## src/rtl/msk_data_unloader.sv

```systemverilog
// ============================================================================
// msk_data_unloader
// Takes one captured d-share masked value and streams it unmasked as 32-bit words.
// Rev 1.0 - initial release
// ============================================================================
`default_nettype none

module msk_data_unloader #(
  parameter int D    = 2,
  parameter int BITS = 256
) (
  input  logic              clk,
  input  logic              rst,
  input  logic [D*BITS-1:0] sh_data_in,
  input  logic              in_mode_256,
  input  logic              in_valid,
  output logic              in_ready,
  output logic [31:0]       data_out,
  output logic              out_valid,
  input  logic              out_ready,
  output logic              out_last,
  output logic              busy
);

  typedef enum logic [1:0] {
    S_IDLE  = 2'd0,
    S_OUT   = 2'd1,
    S_CLEAR = 2'd2
  } state_t;

  localparam logic [2:0] C_BOUND_256 = 3'd7;
  localparam logic [2:0] C_BOUND_128 = 3'd3;

  state_t            state_q, state_d;
  logic [2:0]        cnt_q, cnt_d;
  logic              mode_q, mode_d;
  logic [BITS-1:0]   share_q [D];
  logic [BITS-1:0]   share_d [D];

  logic [2:0]        w_bound;
  logic [31:0]       w_word;
  logic              w_out_state;
  logic              w_beat;

  assign w_bound     = mode_q ? C_BOUND_256 : C_BOUND_128;
  assign w_out_state = (state_q == S_OUT) && !rst;
  assign w_beat      = w_out_state && out_ready;

  // Shares meet only here, one word wide, and only while the word is on the bus.
  always_comb begin
    w_word = '0;
    for (int s = 0; s < D; s++) begin
      w_word = w_word ^ share_q[s][31:0];
    end
  end

  assign in_ready  = (state_q == S_IDLE) && !rst;
  assign out_valid = w_out_state;
  assign data_out  = w_out_state ? w_word : 32'h0;
  assign out_last  = w_out_state && (cnt_q == w_bound);
  assign busy      = (state_q != S_IDLE) && !rst;

  always_comb begin
    state_d = state_q;
    cnt_d   = cnt_q;
    mode_d  = mode_q;
    share_d = share_q;
    case (state_q)
      S_IDLE: begin
        if (in_valid) begin
          // Un-interleave the shared bus; bits above 128 are dropped in 128-bit mode.
          for (int s = 0; s < D; s++) begin
            for (int b = 0; b < BITS; b++) begin
              share_d[s][b] = (in_mode_256 || (b < 128)) ? sh_data_in[b*D+s] : 1'b0;
            end
          end
          mode_d  = in_mode_256;
          cnt_d   = 3'd0;
          state_d = S_OUT;
        end
      end
      S_OUT: begin
        if (out_ready) begin
          for (int s = 0; s < D; s++) begin
            share_d[s] = share_q[s] >> 32;
          end
          if (cnt_q == w_bound) begin
            state_d = S_CLEAR;
          end else begin
            cnt_d = cnt_q + 3'd1;
          end
        end
      end
      S_CLEAR: begin
        for (int s = 0; s < D; s++) begin
          share_d[s] = '0;
        end
        cnt_d   = 3'd0;
        state_d = S_IDLE;
      end
      default: begin
        state_d = S_IDLE;
      end
    endcase
  end

  always_ff @(posedge clk) begin
    if (rst) begin
      state_q <= S_IDLE;
      cnt_q   <= 3'd0;
      mode_q  <= 1'b0;
      for (int s = 0; s < D; s++) begin
        share_q[s] <= '0;
      end
    end else begin
      state_q <= state_d;
      cnt_q   <= cnt_d;
      mode_q  <= mode_d;
      for (int s = 0; s < D; s++) begin
        share_q[s] <= share_d[s];
      end
    end
  end

  // w_beat documents the acceptance condition used by the next-state logic.
  logic w_unused;
  assign w_unused = w_beat;

endmodule

`default_nettype wire

```

## config.mk

```make
export PLATFORM = sky130hd
export DESIGN_NAME = msk_data_unloader
export DESIGN_NICKNAME = d
export VERILOG_FILES = /design/src/rtl/msk_data_unloader.sv
export SDC_FILE = /design/constraint.sdc
export NUM_CORES = 1
export LEC_CHECK = 0
export BUFFER_PORTS_ARGS = -buffer_cell sky130_fd_sc_hd__buf_2
export CAP_MARGIN = 10
export CELL_PAD_IN_SITES_DETAIL_PLACEMENT = 0
export CELL_PAD_IN_SITES_GLOBAL_PLACEMENT = 1
export CORE_MARGIN = 5
export CORE_UTILIZATION = 40
export DETAILED_ROUTE_END_ITERATION = 8
export HOLD_SLACK_MARGIN = 0.08
export PLACE_DENSITY_LB_ADDON = 0.08
export SLEW_MARGIN = 20
export SYNTH_ARGS = -nofsm -noshare
export SYNTH_HDL_FRONTEND = slang
export SYNTH_SLANG_ARGS = --single-unit
```

## constraint.sdc

```tcl
create_clock -name clk -period 2.3 [get_ports clk]
set_input_delay 0.23 -clock clk [delete_from_list [all_inputs] [get_ports clk]]
set_output_delay 0.23 -clock clk [all_outputs]
set_load 0.1 [all_outputs]
```

# Word level (Yosys, flattened, before mapping)
# Index checks and enable logic that the tools add are counted.
dict set report totals {
  inputBits 517
  ff_bits 518
}
dict set report classes {
  n_bitwise 1
  n_eq_ne 7
  n_reduce_logical 12
  add_sub_neg 1
  mux 269
}
# op n
set ops {}
lappend ops {{$pmux 512 s3} 1}
lappend ops {{$mux 512} 2}
lappend ops {{$mux 1} 256}
lappend ops {{$mux 32} 1}
lappend ops {{$xor 32x32->32} 1}
lappend ops {{$mux 3} 4}
lappend ops {{$pmux 3 s3} 1}
lappend ops {{$mux 2} 3}
lappend ops {{$ne 2x2->1 const B} 3}
lappend ops {{$reduce_and 3->1} 2}
lappend ops {{$logic_and 1x1->1} 4}
lappend ops {{$pmux 2 s2} 1}
lappend ops {{$reduce_and 4->1} 1}
lappend ops {{$add 3x1->3 const B} 1}
lappend ops {{$eq 3x3->1} 1}
lappend ops {{$reduce_bool 3->1} 1}
lappend ops {{$eq 2x1->1 const B} 1}
lappend ops {{$eq 2x2->1 const B} 1}
lappend ops {{$logic_not 2->1} 1}
lappend ops {{$ne 2x1->1 const B} 1}
lappend ops {{$reduce_and 2->1} 1}
lappend ops {{$reduce_bool 2->1} 1}
lappend ops {{$logic_not 1->1} 1}

# Logic depth before layout (Yosys ltp)
dict set report depth {
  depth_word 5
  mapped_depth 8
  mapped_depth_nobuf 6
}

# Worst setup path after synthesis
# No wires, ideal clock.
dict set report synth_path {
  path_type {register to output}
  startpoint {register state_q[1]}
  endpoint {output data_out[10]}
  path_stages_with_launch 7
  t_arrival_ns 2.275
  n_path_buf 2
  path_slack_ns -0.205
  t_required_ns 2.070
  path_cell_list {dfxtp_1 -> inv_1 -> ha_1 -> nand2b_1 -> clkbuf_1 -> clkbuf_1 -> nor2_1}
}
dict set report synth_via {
  elab_chain_len 3
}
# item line
set synth_rtl {}
lappend synth_rtl {{start: declaration} 34} ;# state_t state_q, state_d;
lappend synth_rtl {{start signal: assignment} 116} ;# state_q <= state_d;
lappend synth_rtl {{$eq 2x1->1} 46} ;# assign w_out_state = (state_q == S_OUT) && !rst;
lappend synth_rtl {{$logic_and 1x1->1} 46}
lappend synth_rtl {{$mux 32} 59} ;# assign data_out = w_out_state ? w_word : 32'h0;
lappend synth_rtl {{end: declaration} 18} ;# output logic [31:0] data_out,
# Every way passes these cells.

# Worst setup path in the final report
dict set report layout_path {
  startpoint {register state_q[0]}
  endpoint {register share_q[263] (netlist name)}
}
dict set report layout_via {
  elab_chain_len 3
  word_cells_on_any_way 8
}
# item line
set layout_rtl {}
lappend layout_rtl {{$eq 2x1->1 (tied with other cells)} 68} ;# case (state_q)
lappend layout_rtl {{$ne 2x2->1 (no source line) or $reduce_bool 3->1 (tied branches)} -}
lappend layout_rtl {{$reduce_and 3->1 (no source line)} -}
lappend layout_rtl {{end signal: indexed assignment} 120} ;# share_q[s] <= share_d[s];
lappend layout_rtl {{end: declaration} 37} ;# logic [BITS-1:0] share_q [D];
# Several ways; a longest one is shown, not always the timed one.
# A chain may end at the register's enable or synchronous reset.

==> impl_metrics.tcl <==
set metrics [dict create \
    grt_overflow 0 \
    syn_nets 3276 \
    clock_path_buffers 3 \
    postRouteAntennaNets 0 \
    core-area_sq_um 57700 \
    htree_num_levels 2 \
    num_rows 88 \
    finalInstanceArea_sq_um 34300 \
    grt_pass1_wl_mm 139 \
    cts.clk_slew.worst_paths_ps 60 \
    p_leak_nw 13.2 \
    clockRootBuffer "clkbuf_16" \
    die_y_um 251 \
    crit_arrival_ps 2700 \
    max_stage_delay_ps 440 \
    timing.final.crit_share_pct 99.6 \
    grt_use_met2_pct 44.6 \
    dpl_cell_area_sq_um 27400 \
    finalWirelength_mm 91.3 \
    grt_setup_unrepaired "yes" \
    drive_gt1_share_pct 21.5 \
    globalplace.congestion 0.868 \
    hold_viol 0 \
    outcome "finished clean" \
    dieArea_sq_um 63200 \
    ys_seq_elements 518 \
    ir_drop_mv 0.733 \
    power_density_nw_per_um2 1300 \
    clkSinkCount 518 \
    slew_viol_final 0 \
    syn2layout_area_growth_pct 47.2 \
    hold_ws_ps 92.2 \
    met3_usage_pct 3.97 \
    yosysSeqAreaShare_pct 44.5 \
    slew_headroom_pct 18.0 \
    grt_antenna_before_repair 14 \
    max_freq_mhz 437 \
    cts_tree "yes" \
    synth.top_cell.area_share_pct 44.5 \
    yosysTopAreaCell "dfxtp_1" \
    fin_nets 4105 \
    start_kind "flip-flop" \
    drt_first_pass_iters 6 \
    fin_crit_ps 2290 \
    crit_required_ps 2710 \
    synthTopCellsByArea "dfxtp_1 45%, a311oi_1 9.6%, nor2_1 7.8%" \
    ioPinCount 553 \
    vias 24700 \
    clock_latency_ps 610 \
    synth_cell_types 29 \
    io_buffers 552 \
    path_cells "inv_1 > ha_4 > a221o_4 > buf_12 > buf_16 > a311oi_1 > nor3_1" \
    synth_area_per_cell_sq_um 8.46 \
    wl_per_cell_um 20.7 \
    drt-initial-drc-count 2038 \
    grtUsageMet1_pct 36.1 \
    cp_max_fo 104 \
    busiest_layer "met2" \
    avgViaCountPerCell 5.60 \
    syn-instance-count 2753 \
    grt_use_total_pct 27.1 \
    yosys_warnings 0 \
    grt_start_max_net_pins 224 \
    cts-buffers-inserted 56 \
    syn-cell-area_sq_um 23300 \
    hpwl_mm 60.1 \
    maxCapViolCount 0 \
    drc 0 \
    worstMarginPinSlew_ps 1230 \
    fill_cells 5105 \
    end_kind "flip-flop" \
    grt_pass1_vias 24200 \
    crit_type "reg2reg" \
    hp-class "in2reg" \
    cp_slowest_cell "a221o_4" \
    skew_ps 26.1 \
    initial_core_util_pct 40.4 \
    die_w_um 251 \
    setup_viol 0 \
    p_total_mw 44.6 \
]
==> cell type report <==
cell class / count / area (sq um) / area share (%)
inverters: 9 / 33.8 / 0.0985
multi-input cells: 1893 / 11700 / 34.1
clock buffers: 86 / 1730 / 5.04
flip-flops and latches: 518 / 10400 / 30.2
clock inverters: 16 / 194 / 0.566
diodes: 14 / 35.0 / 0.102
repair buffers: 1104 / 9260 / 27.0
well taps: 765 / 957 / 2.79
==> metal layers <==
| metal | part of all wire (%) | routed length (um) | up-vias |
|---|---|---|---|
| li1 | - | - | 12000 |
| met1 | 43 | 39600 | 11500 |
| met2 | 47 | 42800 | 946 |
| met3 | 5.7 | 5240 | 214 |
| met4 | 4.0 | 3650 | 6 |
| met5 | 0.051 | 47 | - |
==> critical path: cells and delay by family (launching register included) <==
kind / cells / cell delay (ps)
AO/OA/AOI/OAI: 2 / 730
buffers and inverters: 3 / 590
flip-flops: 1 / 400
adder cells (fa/ha/maj): 1 / 210
AND/OR/NAND/NOR: 1 / 80
==> power breakdown <==
part / switching [mW] / total, mW / internal [mW]
Sequential: 2.19 / 14.2 / 12.0
Clock: 3.70 / 9.29 / 5.59
Combinational: 13.1 / 21.1 / 7.97
==> flip-flops by register name (all words and copies together), names as in the netlist <==
signal	flops
share_q	512
cnt_q	3
mode_q	1
state_q	2
==> placed cells by master, fill, tap and decap left out, types with 6 or more instances in the layout <==
cell	n
nand3_1	67
dlygate4sd3_1	461
clkbuf_16	61
inv_1	8
nor2_2	25
a21oi_1	67
nor2b_1	256
clkinv_2	10
buf_12	74
nand2_1	65
nor2_4	8
buf_4	41
a311oi_1	252
nor2_1	452
diode_2	14
buf_16	6
nor3_1	257
buf_2	516
clkbuf_1	11
xnor2_1	33
a32oi_1	192
a211oi_1	192
clkbuf_8	17
dfxtp_1	517
==> path summary, 6_finish.rpt <==
path	start	to	slack, ps	depth (start not counted)
max reg2reg	state_q[0]$_SDFFE_PP0P_	share_q[263]$_SDFFE_PP0P_	10	7
max	state_q[0]$_SDFFE_PP0P_	share_q[263]$_SDFFE_PP0P_	10	7
min	sh_data_in[18]	share_q[265]$_SDFFE_PP0P_	90	4
min reg2reg	share_q[227]$_SDFFE_PP0P_	share_q[227]$_SDFFE_PP0P_	450	2
==> metrics by stage <==
stage | utilization [%] | instances | worst slack (ps) | setup TNS (ps)
after floorplan | - | 2753 | -205 | -5950
after CTS | 59.0 | 4387 | 28.0 | 0
after global placement | 47.5 | 3823 | 21.8 | 0
final | 59.4 | 4405 | 10.2 | 0
after global routing | 59.4 | 4400 | -58.6 | -719
after detailed placement | 47.5 | 3823 | -54.5 | -54.5
==> cells by family (layout without fill, tap and decap cells) <==
family / after synthesis / count (layout) / share of synthesized area, %
buffers and inverters: 342 / 1215 / 6.09
AND/OR/NAND/NOR: 1136 / 1136 / 22.9
flip-flops: 518 / 518 / 44.5
multiplexers: 2 / 2 / 0.0913
AO/OA/AOI/OAI: 716 / 716 / 24.9
other: 0 / 14 / 0
adder cells (fa/ha/maj): 6 / 6 / 0.322
XOR/XNOR: 33 / 33 / 1.24
==> Yosys cell counts, drive strengths merged <==
library cell and instances:
dfxtp 518, nor2 485, nor2b 257, nor3 257, a311oi 256, clkbuf 214
a211oi 192, a32oi 192, buf 119, a21oi 67, nand3 67, nand2 65
xnor2 33, inv 9, ha 6, nand2b 5, a221o 1, a221oi 1
a222oi 1, a31o 1, a41o 1, mux2 1, mux2i 1, o2111ai 1
o211a 1, o21ai 1, o32ai 1
==> timing repair <==
action,CTS,global route
hold buffers,461,0
resized for setup,31,28
gates cloned,0,3
hold endpoints to repair,462,0
buffers inserted,1,0
endpoints found under the setup margin,39,61
No activity file was read; power rests on OpenSTA's default activity.
